$ cat src/rtl/requant_argmax.sv
// Requantization stage behind the MAC array. Each beat gets its bias added, is
// rescaled with a rounding right shift, optionally ReLU'd, saturated to int8,
// and tracked by a per-frame argmax.
module requant_argmax #(
    parameter int N_OUT = 10,
    parameter int IDX_W = 4
) (
    input  logic                    clk,
    input  logic                    rst,
    input  logic                    frame_clr,
    input  logic [3:0]              shift,
    input  logic                    relu_en,
    input  logic                    in_valid,
    output logic                    in_ready,
    input  logic signed [19:0]      in_acc,
    input  logic signed [19:0]      in_bias,
    output logic                    out_valid,
    input  logic                    out_ready,
    output logic signed [7:0]       out_data,
    output logic [IDX_W-1:0]        out_idx,
    output logic                    out_last,
    output logic                    pred_valid,
    output logic [IDX_W-1:0]        pred_idx,
    output logic signed [7:0]       pred_val
);

    localparam logic [IDX_W-1:0] LAST_IDX = IDX_W'(N_OUT - 1);

    // Handshake / ready chain
    logic s1_valid_reg;
    logic s2_valid_reg;
    logic s2_load;
    logic s1_load;
    logic in_accept;
    logic out_xfer;

    assign s2_load   = !s2_valid_reg || out_ready;
    assign s1_load   = !s1_valid_reg || s2_load;
    assign in_ready  = s1_load && !frame_clr;
    assign in_accept = in_valid && in_ready;
    assign out_xfer  = s2_valid_reg && out_ready && !frame_clr;

    // Index counter
    logic [IDX_W-1:0] idx_cnt_reg;
    logic [IDX_W-1:0] idx_cnt_next;
    logic             idx_is_last;

    assign idx_is_last = (idx_cnt_reg == LAST_IDX);

    always_comb begin
        idx_cnt_next = idx_cnt_reg;
        if (frame_clr) begin
            idx_cnt_next = '0;
        end else if (in_accept) begin
            idx_cnt_next = idx_is_last ? '0 : idx_cnt_reg + IDX_W'(1);
        end
    end

    always_ff @(posedge clk or posedge rst) begin
        if (rst) begin
            idx_cnt_reg <= '0;
        end else begin
            idx_cnt_reg <= idx_cnt_next;
        end
    end

    // Stage 1: bias add plus half-LSB rounding offset; 22 bits cannot overflow
    logic signed [21:0] round_term;
    logic signed [21:0] s1_sum;
    logic signed [21:0] s1_r_reg;
    logic [IDX_W-1:0]   s1_idx_reg;
    logic               s1_last_reg;

    always_comb begin
        round_term = '0;
        if (shift != 4'd0) begin
            round_term = 22'sd1 <<< (shift - 4'd1);
        end
        s1_sum = {{2{in_acc[19]}}, in_acc} + {{2{in_bias[19]}}, in_bias} + round_term;
    end

    always_ff @(posedge clk or posedge rst) begin
        if (rst) begin
            s1_valid_reg <= 1'b0;
            s1_r_reg     <= '0;
            s1_idx_reg   <= '0;
            s1_last_reg  <= 1'b0;
        end else if (frame_clr) begin
            s1_valid_reg <= 1'b0;
        end else if (s1_load) begin
            s1_valid_reg <= in_accept;
            if (in_accept) begin
                s1_r_reg    <= s1_sum;
                s1_idx_reg  <= idx_cnt_reg;
                s1_last_reg <= idx_is_last;
            end
        end
    end

    // Stage 2: arithmetic shift, optional ReLU, saturate to int8
    logic signed [21:0] q_shift;
    logic signed [7:0]  q_sat;
    logic signed [7:0]  out_data_reg;
    logic [IDX_W-1:0]   out_idx_reg;
    logic               out_last_reg;

    always_comb begin
        q_shift = s1_r_reg >>> shift;
        if (relu_en && (q_shift < 0)) begin
            q_shift = '0;
        end
        if (q_shift > 22'sd127) begin
            q_sat = 8'sd127;
        end else if (q_shift < -22'sd128) begin
            q_sat = -8'sd128;
        end else begin
            q_sat = q_shift[7:0];
        end
    end

    always_ff @(posedge clk or posedge rst) begin
        if (rst) begin
            s2_valid_reg <= 1'b0;
            out_data_reg <= '0;
            out_idx_reg  <= '0;
            out_last_reg <= 1'b0;
        end else if (frame_clr) begin
            s2_valid_reg <= 1'b0;
        end else if (s2_load) begin
            s2_valid_reg <= s1_valid_reg;
            if (s1_valid_reg) begin
                out_data_reg <= q_sat;
                out_idx_reg  <= s1_idx_reg;
                out_last_reg <= s1_last_reg;
            end
        end
    end

    assign out_valid = s2_valid_reg;
    assign out_data  = out_data_reg;
    assign out_idx   = out_idx_reg;
    assign out_last  = out_last_reg;

    // Running argmax; strict compare keeps the lowest index on ties
    logic signed [7:0]  max_val_reg;
    logic [IDX_W-1:0]   max_idx_reg;
    logic signed [7:0]  max_val_next;
    logic [IDX_W-1:0]   max_idx_next;
    logic               take_beat;

    assign take_beat = (out_idx_reg == '0) || (out_data_reg > max_val_reg);

    always_comb begin
        max_val_next = max_val_reg;
        max_idx_next = max_idx_reg;
        if (out_xfer && take_beat) begin
            max_val_next = out_data_reg;
            max_idx_next = out_idx_reg;
        end
    end

    always_ff @(posedge clk or posedge rst) begin
        if (rst) begin
            max_val_reg <= '0;
            max_idx_reg <= '0;
        end else if (frame_clr) begin
            max_val_reg <= '0;
            max_idx_reg <= '0;
        end else begin
            max_val_reg <= max_val_next;
            max_idx_reg <= max_idx_next;
        end
    end

    // Prediction pulse follows the transfer of the frame's last beat
    logic               pred_valid_reg;
    logic [IDX_W-1:0]   pred_idx_reg;
    logic signed [7:0]  pred_val_reg;

    always_ff @(posedge clk or posedge rst) begin
        if (rst) begin
            pred_valid_reg <= 1'b0;
            pred_idx_reg   <= '0;
            pred_val_reg   <= '0;
        end else begin
            pred_valid_reg <= out_xfer && out_last_reg;
            if (out_xfer && out_last_reg) begin
                pred_idx_reg <= max_idx_next;
                pred_val_reg <= max_val_next;
            end
        end
    end

    assign pred_valid = pred_valid_reg;
    assign pred_idx   = pred_idx_reg;
    assign pred_val   = pred_val_reg;

endmodule

$ cat config.mk
export PLATFORM = sky130hd
export DESIGN_NAME = requant_argmax
export DESIGN_NICKNAME = d
export VERILOG_FILES = /design/src/rtl/requant_argmax.sv
export SDC_FILE = /design/constraint.sdc
export NUM_CORES = 1
export LEC_CHECK = 0
export CAP_MARGIN = 15
export CORE_ASPECT_RATIO = 1.75
export CORE_UTILIZATION = 55
export CTS_CLUSTER_DIAMETER = 200
export DETAILED_ROUTE_END_ITERATION = 6
export PLACE_DENSITY = 0.8
export SYNTH_ARGS = -nofsm -noshare
export SYNTH_HDL_FRONTEND = slang
export SYNTH_SLANG_ARGS = --single-unit
$ cat constraint.sdc
create_clock -name clk -period 6.1 [get_ports clk]
set_input_delay 1.525 -clock clk [delete_from_list [all_inputs] [get_ports clk]]
set_output_delay 1.525 -clock clk [all_outputs]
set_load 0.005 [all_outputs]
# --- Word-level counts from Yosys, hierarchy flattened ---
# Index checks and enable logic that the tools add are counted.
word_totals:
  reg_bits: 71
  ram_bits: 0
  out_inout_bits: 28
  mem_count: 0
  latchBits: 0
  romBits: 0
op_classes:
  n_div: 0
  mul: 0
  n_bitwise: 1
  reduce_logical: 20
  shifts: 2
  add_sub_neg: 4
  n_eq_ne: 1
  magnitude_cmp: 4
  n_mux: 15
ops:
  columns: ["operator", "n"]
  rows:
  - ["2-to-1 mux 22 bit", 2]
  - ["2-to-1 mux 8 bit", 4]
  - ["adder 22 bit", 1]
  - ["greater-than comparator 22 x 8 -> 1 bit, second input constant", 1]
  - ["less-than comparator 22 x 1 -> 1 bit, second input constant", 1]
  - ["less-than comparator 22 x 8 -> 1 bit, second input constant", 1]
  - ["<<< shifter 2 x 4 -> 22 bit, first input constant", 1]
  - [">>> shifter 22 x 4 -> 22 bit", 1]
  - ["adder 20 x 20 -> 21 bit", 1]
  - ["2-to-1 mux 4 bit", 5]
  - ["greater-than comparator 8 bit", 1]
  - ["logical AND 1 bit", 7]
  - ["AND reduction 3 bit", 2]
  - ["nonzero test 2 bit", 3]
  - ["adder 4 x 1 -> 4 bit, second input constant", 1]
  - ["== test 4 bit, second input constant", 1]
  - ["logical NOT 4 bit", 1]
  - ["2-to-1 mux 1 bit", 4]
  - ["nonzero test 4 bit", 1]
  - ["subtractor 4 x 1 -> 4 bit, second input constant", 1]
  - ["logical NOT 1 bit", 3]
  - ["logical OR 1 bit", 3]
  - ["NOT 1 bit", 1]

# --- Logic depth before layout (Yosys ltp) ---
# Gate-level depths: netlist of run 1.
logic_depth:
  ltp_word: 7
  depth_mapped: 19

# --- Worst setup path before layout of run 1 ---
# OpenSTA, ideal clock, no wires.
synth_timing:
  path_type: "input to register"
  start: "input in_acc[5]"
  end: "register s1_r_reg[15]"
  slack_ns: 1.448
  stages: 17
  arrival_time_ns: 4.519
  path_buffers: 0
  setup_time_ns: 0.133
  path_cell_list: "ha_1 > a21o_1 > or3_1 > o211a_1 > o21ai_0 > nand2b_1 > a21o_1 > a21oi_1 > xnor2_1 > ha_1 > and3_1 > a21oi_1 > nor2b_1 > nand2b_1 > a21oi_1 > xor2_1 > o21ai_0"
synth_between:
  elab_chain_len: 2
synth_rtl:
  columns: ["element", "line", "source"]
  rows:
  - ["start, declared", "15", "input logic signed [19:0] in_acc,"]
  - ["adder 20 x 20 -> 21 bit", "79", "s1_sum = {{2{in_acc[19]}}, in_acc} + {{2{in_bias[19]}}, in_bias} + round_term;"]
  - ["adder 22 bit", "79", null]
  - ["end signal, assigned", "93", "s1_r_reg <= s1_sum;"]
  - ["end, declared", "70", "logic signed [21:0] s1_r_reg;"]
# No other way between the ends.
# A chain may end at the register's enable or synchronous reset.

# --- Final worst setup path of run 1 ---
layout_timing:
  start: "input in_acc[0]"
  end: "register s1_r_reg[18]"
# Same word-level chain as after synthesis.

==> results by group, run 1 <==
Run status
  • Status: finished clean

Critical path
  • Worst Path Required: 6.29 ns
  • R2R depth: 9
  • Worst r2r dst: out_data[0]$_DFFE_PP0P_
  • Startpoint types: input pin
  • Reg2Reg Setup Slack: 3.12 ns
  • Critical path class: in2reg
  • CP max stage cell: a21boi_0
  • Critical path endpoint: s1_r_reg[18]$_DFFE_PP0P_
  • Setup crit start: in_acc[0]
  • Setup crit end kind: register
  • CP max FO: 3
  • Reg2reg start: s1_r_reg[21]$_DFFE_PP0P_
  • Slowest stage delay, CP: 0.47 ns
  • Cell Chain, Critical Path: clkdlybuf4s50_1 > ha_1 > inv_1 > fa_1 > nor2b_1 > o31a_1 > o211a_1 > o21ai_0 > nand2b_1 > xor2_1 > ha_1 > nand4_1 > nor2_1 > a211oi_1 > a21boi_0 > o211ai_1 > nand2_1 > nor3b_1 > xnor2_1 > o21ai_0
  • Arr. time, crit path: 5.46 ns

GRT
  • Vias in the first global route: 5466
  • Gr usage total: 26.6%
  • First-pass GRT wire length: 23900 µm
  • Pin count of the biggest net entering global routing: 49
  • Initial antenna violation count: 0
  • GR Overflow Total: 0

Logic synthesis
  • Main synth FF type: dfrtp_1
  • Average size of a mapped cell: 8.78 µm²
  • Synthesized instance count: 703
  • Post-synth EDFFs: 0
  • Synth warnings: 0
  • Synthesized flop and latch total: 71
  • Post-synth top area share: 28.8%
  • Mapped Area: 6170 µm²
  • Count leader, synth: nand2_1
  • Largest cells by area after synthesis: dfrtp_1 29%, ha_1 9.3%, mux2i_1 7.0%
  • Top cells by count, synth: 90 x nand2_1, 71 x dfrtp_1, 70 x o21ai_0, 56 x a21oi_1, 56 x nor2_1
  • Syn Nets: 801
  • Part of the Yosys area used for sequential elements: 28.8%
  • Synth area leader: dfrtp_1
  • Yosys cell types: 66
  • Async set-or-reset flop fraction in the synthesized netlist: 100%

STA
  • Unrepaired setup endpoints after global routing: false
  • Final setup vio count: 0
  • Final-report hold violation count: 0
  • Sum of negative setup slack: 0 ns
  • Worst Clk Skew: 0.00722 ns
  • Period minus WS final: 5.27 ns
  • Worst-margin pin slew: 1.00 ns
  • Slew Limit Fails: 0
  • Tcrit/Tclk final: 86.4%
  • Rel. slew slack: 33.2%
  • Highest clock rate: 190 MHz

Finish
  • Final layout net count: 868
  • Largest register FFs: 22
  • Multi-input logic area: 4080 µm²
  • FILL cells: 921
  • Share of cells above drive strength 1: 8.52%
  • Antenna Cells: 0
  • Post-layout util: 66.9%
  • Sequential Area: 1780 µm²
  • Area delta synth->final: 17.4%

CTS
  • Clock transition at path regs: 0.05 ns
  • Clock root cell: clkbuf_16
  • PostCTS Resize Cnt: 0
  • Clock Sinks: 71
  • Worst-skew pair later-pin latency: 0.34 ns
  • H-tree lvl count: 3
  • TritonCTS clock tree: done
  • # hold bufs at CTS: 0
  • CTS max path bufs: 2
  • TritonCTS Buffers: 9
  • Total setup buffers inserted after CTS: 0

Floorplan
  • Die H: 142 µm
  • Die Area: 11700 µm²
  • Core Region: 10800 µm²
  • Starting Density: 57.0%
  • DIE WIDTH: 82.1 µm
  • Core Rows: 50
  • I/O pin cnt: 78

Power
  • Clock power share: 27.9%
  • Flop pwr share: 34.6%
  • Worst VDD drop: 0.000242 V
  • Logic pwr share: 37.5%
  • P_int: 1.14 mW
  • Pleak: 3.19 nW
  • Sw Share: 35.3%
  • P per Cell Area: 244 nW/µm²
  • Switching power: 624 µW

Route
  • Final WL: 14400 µm
  • DR vias/cell: 6.03
  • Via count: 5459
  • First-pass detailed-route iteration total: 4
  • Routed Antenna Nets: 0
  • Drt wl/cell: 15.9 µm
  • Drt first-iter violations: 257
  • DRC: 0

Placement
  • IO Port Bufs: 77
  • Placer Congestion: 0.937
  • Hpwl dp: 11500 µm

Min path
  • Min-delay worst type: reg2reg

Flow run
  • Max Cap Viol: 0
## how the worst min path moves through the flow
stage                                          from                         to  slack, ns  cells after the start
after global placement      pred_val[7]$_DFFE_PP0P_    pred_val[7]$_DFFE_PP0P_       0.46                      2
final                       pred_val[2]$_DFFE_PP0P_    pred_val[2]$_DFFE_PP0P_       0.48                      2
after CTS                 s1_idx_reg[1]$_DFFE_PP0P_  s1_idx_reg[1]$_DFFE_PP0P_       0.48                      2
after detailed placement  s1_idx_reg[1]$_DFFE_PP0P_  s1_idx_reg[1]$_DFFE_PP0P_       0.47                      2
after global routing      s1_idx_reg[1]$_DFFE_PP0P_  s1_idx_reg[1]$_DFFE_PP0P_       0.49                      2
after floorplan           s1_idx_reg[1]$_DFFE_PP0P_  s1_idx_reg[1]$_DFFE_PP0P_       0.44                      2
## metal layers
metal	track usage, %	part of all wire, %	wire [µm]
met1	23.7	35	5020
met2	52.2	57	8260
met3	3.97	2.6	372
met4	16.3	5.0	718
met5	0	0	0
## cell families after synthesis
family | Yosys count | share of synthesized area, %
adders and majority gates | 48 | 9.97
AOI/OAI and AO/OA | 203 | 20.8
and+or+nand+nor | 217 | 16.3
buffers and inverters | 58 | 5.07
other | 1 | 0.0607
muxes | 70 | 14.1
xor gates and xnor gates | 35 | 4.97
DFF | 71 | 28.8
## power by group through the flow
stage / combinational [mW] / clock, mW / sequential, mW
after floorplan: 0.492 / 0 / 0.589
final: 0.663 / 0.494 / 0.611
after global routing: 0.736 / 0.520 / 0.621
after CTS: 0.661 / 0.500 / 0.609
after detailed placement: 0.656 / 0 / 0.617
after global placement: 0.631 / 0 / 0.611
## cell usage in the layout, fill, tap and decap left out, drive strengths merged, types with 21 or more instances in the layout
master,instances
nand2,90
clkdlybuf4s50,76
dfrtp,71
o21ai,71
a21oi,58
nor2,57
ha,46
mux2i,43
inv,29
xnor2,21
## cell type report
type | instances | area share, %
clock inverters | 5 | 0.432
inverters | 28 | 1.45
repair buffers | 86 | 11.5
well taps | 130 | 2.24
flip-flops and latches | 71 | 24.5
multi-input cells | 574 | 56.4
clock buffers | 11 | 3.49
## through the flow
stage / hold WS [ns] / area (µm²) / power, mW / std cells / setup slack, ns
after floorplan: 0.444 / 6170 / 1.08 / 703 / 1.45
after global placement: 0.460 / 6960 / 1.24 / 889 / 0.656
after detailed placement: 0.466 / 6960 / 1.27 / 889 / 0.482
after CTS: 0.481 / 7250 / 1.77 / 905 / 0.834
after global routing: 0.490 / 7250 / 1.88 / 905 / 0.382
final: 0.476 / 7250 / 1.77 / 905 / 0.830
## worst max-delay path: cells and delay by family
| kind | cells | cell delay, ns |
|---|---|---|
| AO/OA/AOI/OAI | 7 | 1.55 |
| adder cells (fa/ha/maj) | 3 | 0.88 |
| AND/OR/NAND/NOR | 6 | 0.69 |
| buffers and inverters | 2 | 0.52 |
| XOR/XNOR | 2 | 0.30 |
Note: power is estimated with default switching activity, not from simulation.
==> run 2: changes to the inputs <==
--- a/config.mk
+++ b/config.mk
@@ -6,11 +6,13 @@
 export NUM_CORES = 1
 export LEC_CHECK = 0
 export CAP_MARGIN = 15
+export CELL_PAD_IN_SITES_DETAIL_PLACEMENT = 0
+export CELL_PAD_IN_SITES_GLOBAL_PLACEMENT = 1
 export CORE_ASPECT_RATIO = 1.75
-export CORE_UTILIZATION = 55
+export CORE_UTILIZATION = 47
 export CTS_CLUSTER_DIAMETER = 200
 export DETAILED_ROUTE_END_ITERATION = 6
-export PLACE_DENSITY = 0.8
+export PLACE_DENSITY = 0.89
 export SYNTH_ARGS = -nofsm -noshare
 export SYNTH_HDL_FRONTEND = slang
 export SYNTH_SLANG_ARGS = --single-unit
==> run 2 against run 1 <==
Effect of this change:
- sequential power hardly changed
- maximum frequency about the same
- non-clock buffer count stayed put
- clock power grew 13%
- critical path type unchanged
- critical endpoint unchanged
- largest power group unchanged
==> results by group, run 2 (synthesized netlist as in run 1, its figures left out) <==
Run status
  • Status: finished clean

Route
  • Drt wl/cell: 15.0 µm (-5.8%)
  • Routed Antenna Nets: 0 (unchanged)
  • First-pass detailed-route iteration total: 4 (unchanged)
  • Drt first-iter violations: 231 (-10%)
  • Final WL: 14100 µm (-1.5%)
  • Via count: 5363 (-1.8%)
  • DR vias/cell: 5.67 (-6.0%)
  • DRC: 0 (unchanged)

CTS
  • # hold bufs at CTS: 0 (unchanged)
  • TritonCTS Buffers: 9 (unchanged)
  • Total setup buffers inserted after CTS: 0 (unchanged)
  • Clock Sinks: 71 (unchanged)
  • H-tree lvl count: 3 (unchanged)
  • PostCTS Resize Cnt: 0 (unchanged)
  • Clock root cell: clkbuf_16
  • TritonCTS clock tree: done
  • Worst-skew pair later-pin latency: 0.34 ns (about the same)
  • Clock transition at path regs: 0.06 ns (about the same)
  • CTS max path bufs: 2 (unchanged)

Power
  • Worst VDD drop: 0.000107 V (-56%)
  • Pleak: 3.19 nW (+0.24%)
  • P per Cell Area: 249 nW/µm² (+2.1%)

Finish
  • Multi-input logic area: 4080 µm² (unchanged)
  • Share of cells above drive strength 1: 8.39% (-0.13 points)
  • Most common cell after layout, fill and taps aside: nand2_1
  • Area delta synth->final: 18.8%
  • Final layout net count: 868 (unchanged)
  • Commonest cells after routing, fill and taps aside: 90 x nand2_1, 76 x clkdlybuf4s50_1, 71 x dfrtp_1, 70 x o21ai_0
  • Largest register FFs: 22 (unchanged)
  • Antenna Cells: 0 (unchanged)
  • FILL cells: 1182 (+28%)
  • Sequential Area: 1780 µm² (unchanged)

Floorplan
  • Die Area: 13600 µm² (+17%)
  • Starting Density: 48.0% (-9.1 points)
  • I/O pin cnt: 78 (unchanged)
  • Core Region: 12900 µm² (+19%)
  • DIE WIDTH: 88.6 µm (+8.0%)
  • Core Rows: 55 (+10%)
  • Die H: 154 µm (+8.1%)

Critical path
  • Setup crit start: in_bias[0]
  • Reg2Reg Setup Slack: 3.14 ns (+0.02 ns)
  • Critical path class: in2reg
  • Cell Chain, Critical Path: clkdlybuf4s50_1 > ha_1 > inv_1 > fa_1 > nor2b_1 > o31a_1 > o211a_1 > o21ai_0 > nand2b_1 > xor2_1 > ha_1 > nand4_1 > nor2_1 > a211oi_1 > a21boi_0 > o211ai_1 > nand2_1 > nor3b_1 > xnor2_1 > o21ai_0
  • Critical path endpoint: s1_r_reg[18]$_DFFE_PP0P_
  • Startpoint types: input pin
  • Buffers plus inverters on the worst setup path: 2 (unchanged)
  • CP max FO: 3 (unchanged)
  • Worst r2r dst: out_data[5]$_DFFE_PP0P_
  • Top delay family on crit path: compound AO/OA/AOI/OAI gates
  • Worst Path Required: 6.28 ns (about the same)
  • Arr. time, crit path: 5.45 ns (about the same)
  • CP max stage cell: clkdlybuf4s50_1
  • Crit path depth: 20 (unchanged)
  • Setup crit end kind: register
  • Slowest stage delay, CP: 0.46 ns (about the same)
  • R2R depth: 9 (unchanged)
  • Reg2reg start: s1_r_reg[21]$_DFFE_PP0P_

STA
  • Worst Clk Skew: 0.00518 ns (-0.00204 ns)
  • Final-report hold violation count: 0 (unchanged)
  • Final setup vio count: 0 (unchanged)
  • Tcrit/Tclk final: 86.3% (about the same)
  • Worst-margin pin slew: 1.04 ns (+0.0410 ns)
  • Highest clock rate: 190 MHz (about the same)
  • Sum of negative setup slack: 0 ns (unchanged)
  • Unrepaired setup endpoints after global routing: false
  • Period minus WS final: 5.27 ns (-0.00297 ns)
  • Hold slack: 0.476 ns (+0.000295 ns)
  • Rel. slew slack: 30.4% (-2.7 points)
  • Slew Limit Fails: 0 (unchanged)

Min path
  • Min-delay worst type: reg2reg
  • Worst Hold Path Cells: 2 (unchanged)

GRT
  • Initial antenna violation count: 0 (unchanged)
  • Pin count of the biggest net entering global routing: 72 (+47%)
  • Vias in the first global route: 5403 (-1.2%)
  • GR Overflow Total: 0 (unchanged)
  • First-pass GRT wire length: 23800 µm (-0.58%)
  • Gr usage total: 22.2% (-4.4 points)

Placement
  • Hpwl dp: 11300 µm (-1.2%)
  • Placer Congestion: 0.879 (-6.2%)
  • IO Port Bufs: 77 (unchanged)

Flow run
  • Max Cap Viol: 0 (unchanged)
[run 2: cell count changes in the layout (fill, tap and decap cells not counted)]
cell and delta:
clkinv_2 -3, clkinvlp_4 +1, clkinv_4 +1, clkbuf_1 +1, bufinv_16 +2, clkbuf_8 -2
[run 2: layout make-up]
| cell class | count | share of cell area (%) |
|---|---|---|
| inverter | 28 | 1.43 |
| multi-input combinational | 574 | 55.7 |
| clock inverter | 6 | 1.26 |
| tap | 171 | 2.92 |
| timing repair buffer | 86 | 11.4 |
| sequential | 71 | 24.2 |
| clock buffer | 10 | 3.12 |
[run 2: how the worst min path moves through the flow]
stage | from | endpoint | slack, ns
after floorplan | s1_idx_reg[1]$_DFFE_PP0P_ | s1_idx_reg[1]$_DFFE_PP0P_ | 0.44
after global placement | pred_val[6]$_DFFE_PP0P_ | pred_val[6]$_DFFE_PP0P_ | 0.46
after detailed placement | s1_idx_reg[1]$_DFFE_PP0P_ | s1_idx_reg[1]$_DFFE_PP0P_ | 0.47
after CTS | pred_val[6]$_DFFE_PP0P_ | pred_val[6]$_DFFE_PP0P_ | 0.48
after global routing | pred_idx[0]$_DFFE_PP0P_ | pred_idx[0]$_DFFE_PP0P_ | 0.51
final | pred_val[6]$_DFFE_PP0P_ | pred_val[6]$_DFFE_PP0P_ | 0.48
[run 2: metrics by stage]
stage	instances	total power, mW	utilization (%)	setup WS, ns	area (µm²)
2_1_floorplan	703	1.08	-	1.45	6170
5_1_grt	946	1.95	57.0	0.468	7330
4_1_cts	946	1.84	57.0	0.816	7330
3_3_place_gp	930	1.25	54.5	0.617	7010
6_report	946	1.83	57.0	0.833	7330
3_5_place_dp	930	1.27	54.5	0.481	7010
[run 2: report_power, final]
part	switching (mW)	total, mW	leakage (nW)	internal [mW]
logic	0.342	0.660	2.12	0.318
clock network	0.199	0.558	0.149	0.360
registers	0.0788	0.609	0.922	0.530
total	0.620	1.83	3.19	1.21
[run 2: tightest hold or removal path, stage by stage (launching register included)]
cell	delay, ns
dfrtp_1	0.34
nand2_1	0.04
o21ai_0	0.06
[run 2: layer usage]
metal	routed length [µm]	share of wire, %	vias up	global-route usage (%)
met3	342	2.4	46	2.84
met5	0	0	-	0
li1	-	-	2682	-
met4	597	4.2	0	12.6
met1	5060	36	2505	20.7
met2	8150	58	130	43.7
==> run 3: changes to the inputs <==
--- a/config.mk
+++ b/config.mk
@@ -12,7 +12,9 @@
 export CORE_UTILIZATION = 47
 export CTS_CLUSTER_DIAMETER = 200
 export DETAILED_ROUTE_END_ITERATION = 6
-export PLACE_DENSITY = 0.89
+export GPL_TIMING_DRIVEN = 0
+export PLACE_DENSITY_LB_ADDON = 0.12
+export SLEW_MARGIN = 20
 export SYNTH_ARGS = -nofsm -noshare
 export SYNTH_HDL_FRONTEND = slang
 export SYNTH_SLANG_ARGS = --single-unit
==> run 3 against run 2 <==
Effect of this change:
- via count rose by 2.6%
- highest routed layer unchanged
- critical path depth decreased by 3
- wire length is 8.4% higher
- final cell count grew 2.0%
- clock skew about the same
- largest cell class unchanged
- critical path type unchanged
- final area grew 2.0%
- critical endpoint unchanged
- hold slack better by 0.0015 ns
==> results by group, run 3 (synthesized netlist as in run 1, its figures left out) <==
Critical path
  • Arr. time, crit path: 6.02 ns (+0.57 ns)
  • Reg2Reg Setup Slack: 3.05 ns (-0.09 ns)
  • CP max FO: 10 (+7)
  • Setup crit end kind: register
  • Startpoint types: input pin
  • R2R depth: 11 (+2)
  • Cell Chain, Critical Path: clkdlybuf4s50_1 > buf_6 > clkbuf_8 > clkbuf_1 > clkbuf_1 > nand2b_1 > nor2_1 > ha_1 > a21oi_1 > nand2_1 > a211oi_1 > a21boi_0 > o211ai_1 > nand2_1 > nor3b_1 > xnor2_1 > o21ai_0
  • Slowest stage delay, CP: 0.61 ns (+0.15 ns)
  • Reg2reg start: out_data[1]$_DFFE_PP0P_
  • CP max stage cell: clkdlybuf4s50_1
  • Critical path class: in2reg
  • Worst Path Required: 6.31 ns (+0.03 ns)
  • Worst r2r dst: pred_val[5]$_DFFE_PP0P_

GRT
  • Vias in the first global route: 5569 (+3.1%)
  • Initial antenna violation count: 0 (unchanged)
  • Gr usage total: 23.9% (+1.7 points)
  • Pin count of the biggest net entering global routing: 60 (-17%)
  • GR Overflow Total: 0 (unchanged)
  • First-pass GRT wire length: 25300 µm (+6.3%)

Route
  • Final WL: 15300 µm (+8.4%)
  • Via count: 5501 (+2.6%)
  • Routed Antenna Nets: 0 (unchanged)
  • Drt first-iter violations: 131 (-43%)
  • DR vias/cell: 5.70 (+0.55%)
  • First-pass detailed-route iteration total: 4 (unchanged)
  • Drt wl/cell: 15.9 µm (+6.3%)
  • DRC: 0 (unchanged)

STA
  • Tcrit/Tclk final: 95.3% (+9.0 points)
  • Unrepaired setup endpoints after global routing: false
  • Final setup vio count: 0 (unchanged)
  • Period minus WS final: 5.81 ns (+0.548 ns)
  • Worst Clk Skew: 0.00489 ns (-0.000294 ns)
  • Hold slack: 0.478 ns (+0.00149 ns)
  • Sum of negative setup slack: 0 ns (unchanged)
  • Highest clock rate: 172 MHz (-9.4%)
  • Worst-margin pin slew: 1.04 ns (-0.00385 ns)
  • Rel. slew slack: 30.7% (+0.26 points)
  • Final-report hold violation count: 0 (unchanged)
  • Slew Limit Fails: 0 (unchanged)

Finish
  • Final layout net count: 887 (+2.2%)
  • Post-layout util: 58.1% (+1.1 points)
  • Largest register FFs: 22 (unchanged)
  • FILL cells: 1192 (+0.85%)
  • Most common cell after layout, fill and taps aside: nand2_1
  • Share of cells above drive strength 1: 8.94% (+0.55 points)
  • Antenna Cells: 0 (unchanged)
  • Area delta synth->final: 21.2%
  • Commonest cells after routing, fill and taps aside: 90 x nand2_1, 74 x clkdlybuf4s50_1, 71 x dfrtp_1, 70 x o21ai_0

Floorplan
  • Core Rows: 55 (unchanged)
  • Core Region: 12900 µm² (unchanged)
  • Die H: 154 µm (unchanged)
  • DIE WIDTH: 88.6 µm (unchanged)
  • Starting Density: 48.0% (unchanged)
  • I/O pin cnt: 78 (unchanged)
  • Die Area: 13600 µm² (unchanged)

CTS
  • TritonCTS clock tree: done
  • # hold bufs at CTS: 0 (unchanged)
  • CTS max path bufs: 2 (unchanged)
  • H-tree lvl count: 3 (unchanged)
  • Clock root cell: clkbuf_16
  • PostCTS Resize Cnt: 0 (unchanged)
  • Worst-skew pair later-pin latency: 0.34 ns (about the same)
  • TritonCTS Buffers: 9 (unchanged)
  • Clock transition at path regs: 0.06 ns (about the same)
  • Total setup buffers inserted after CTS: 0 (unchanged)
  • Clock Sinks: 71 (unchanged)

Run status
  • Status: finished clean

Placement
  • Hpwl dp: 12600 µm (+12%)
  • IO Port Bufs: 74 (-3.9%)
  • Placer Congestion: 0.879 (about the same)

Power
  • Worst VDD drop: 0.000131 V (+23%)
  • Pleak: 3.26 nW (+2.2%)
  • P_int: 1.22 mW (+0.67%)
  • Logic pwr share: 36.4% (+0.3 points)
  • Clock power share: 30.6% (about the same)
  • Switching power: 640 µW (+3.3%)
  • Sw Share: 34.5% (+0.58 points)
  • Flop pwr share: 33.0% (-0.3 points)
  • P per Cell Area: 248 nW/µm² (-0.42%)

Min path
  • Worst Hold Path Cells: 2 (unchanged)
  • Worst Hold Path EP: pred_val[7]$_DFFE_PP0P_
  • HP Start: pred_val[7]$_DFFE_PP0P_
  • Min-delay worst type: reg2reg

Flow run
  • Max Cap Viol: 0 (unchanged)
run 3: worst max-delay path, delay by kind of cell:
family                     cells  cell delay, ns
and+or+nand+nor                5            0.58
buffers and inverters          5            1.87
adders and majority gates      1            0.37
xor gates and xnor gates       1            0.14
AOI/OAI and AO/OA              5            1.52
run 3: routing by layer:
metal  global-route usage, %  vias to the layer above  wire length, µm
li1                        -                     2729                -
met1                    20.8                     2602             5120
met2                    49.3                      122             9280
met3                    2.20                       48              345
met4                    13.1                        0              593
met5                       0                        -                0
run 3: final cells by class:
cell class	instances	area [µm²]	share of cell area, %
Inverter	28	108	1.44
Buffer	30	208	2.78
Multi-Input combinational cell	574	4080	54.6
Clock inverter	7	96.3	1.29
Timing Repair Buffer	75	768	10.3
Tap cell	171	214	2.86
Clock buffer	9	225	3.01
Sequential cell	71	1780	23.8
run 3: per-stage QoR:
step / total power, mW / cell area (µm²) / setup slack (ns) / instances
floorplan: 1.08 / 6170 / 1.45 / 703
global placement: 1.27 / 7130 / 0.0711 / 948
detailed placement: 1.29 / 7160 / 0.0474 / 949
CTS: 1.87 / 7480 / 0.396 / 965
global route: 1.97 / 7480 / 0.109 / 965
finish: 1.86 / 7480 / 0.285 / 965
run 3: how the worst max path moves through the flow:
stage / from / cells past startpoint / slack [ns] / end
floorplan: in_acc[5] / 17 / 1.45 / s1_r_reg[15]$_DFFE_PP0P_
global placement: shift[2] / 17 / 0.07 / s1_r_reg[18]$_DFFE_PP0P_
detailed placement: shift[2] / 17 / 0.05 / s1_r_reg[18]$_DFFE_PP0P_
CTS: shift[2] / 17 / 0.40 / s1_r_reg[18]$_DFFE_PP0P_
global route: shift[2] / 17 / 0.11 / s1_r_reg[18]$_DFFE_PP0P_
finish: shift[2] / 17 / 0.29 / s1_r_reg[18]$_DFFE_PP0P_
run 3: power groups by stage:
| stage | clock [mW] | combinational [mW] | sequential (mW) |
|---|---|---|---|
| floorplan | 0 | 0.492 | 0.589 |
| global placement | 0 | 0.656 | 0.614 |
| detailed placement | 0 | 0.675 | 0.619 |
| CTS | 0.577 | 0.679 | 0.609 |
| global route | 0.597 | 0.753 | 0.619 |
| finish | 0.568 | 0.676 | 0.612 |
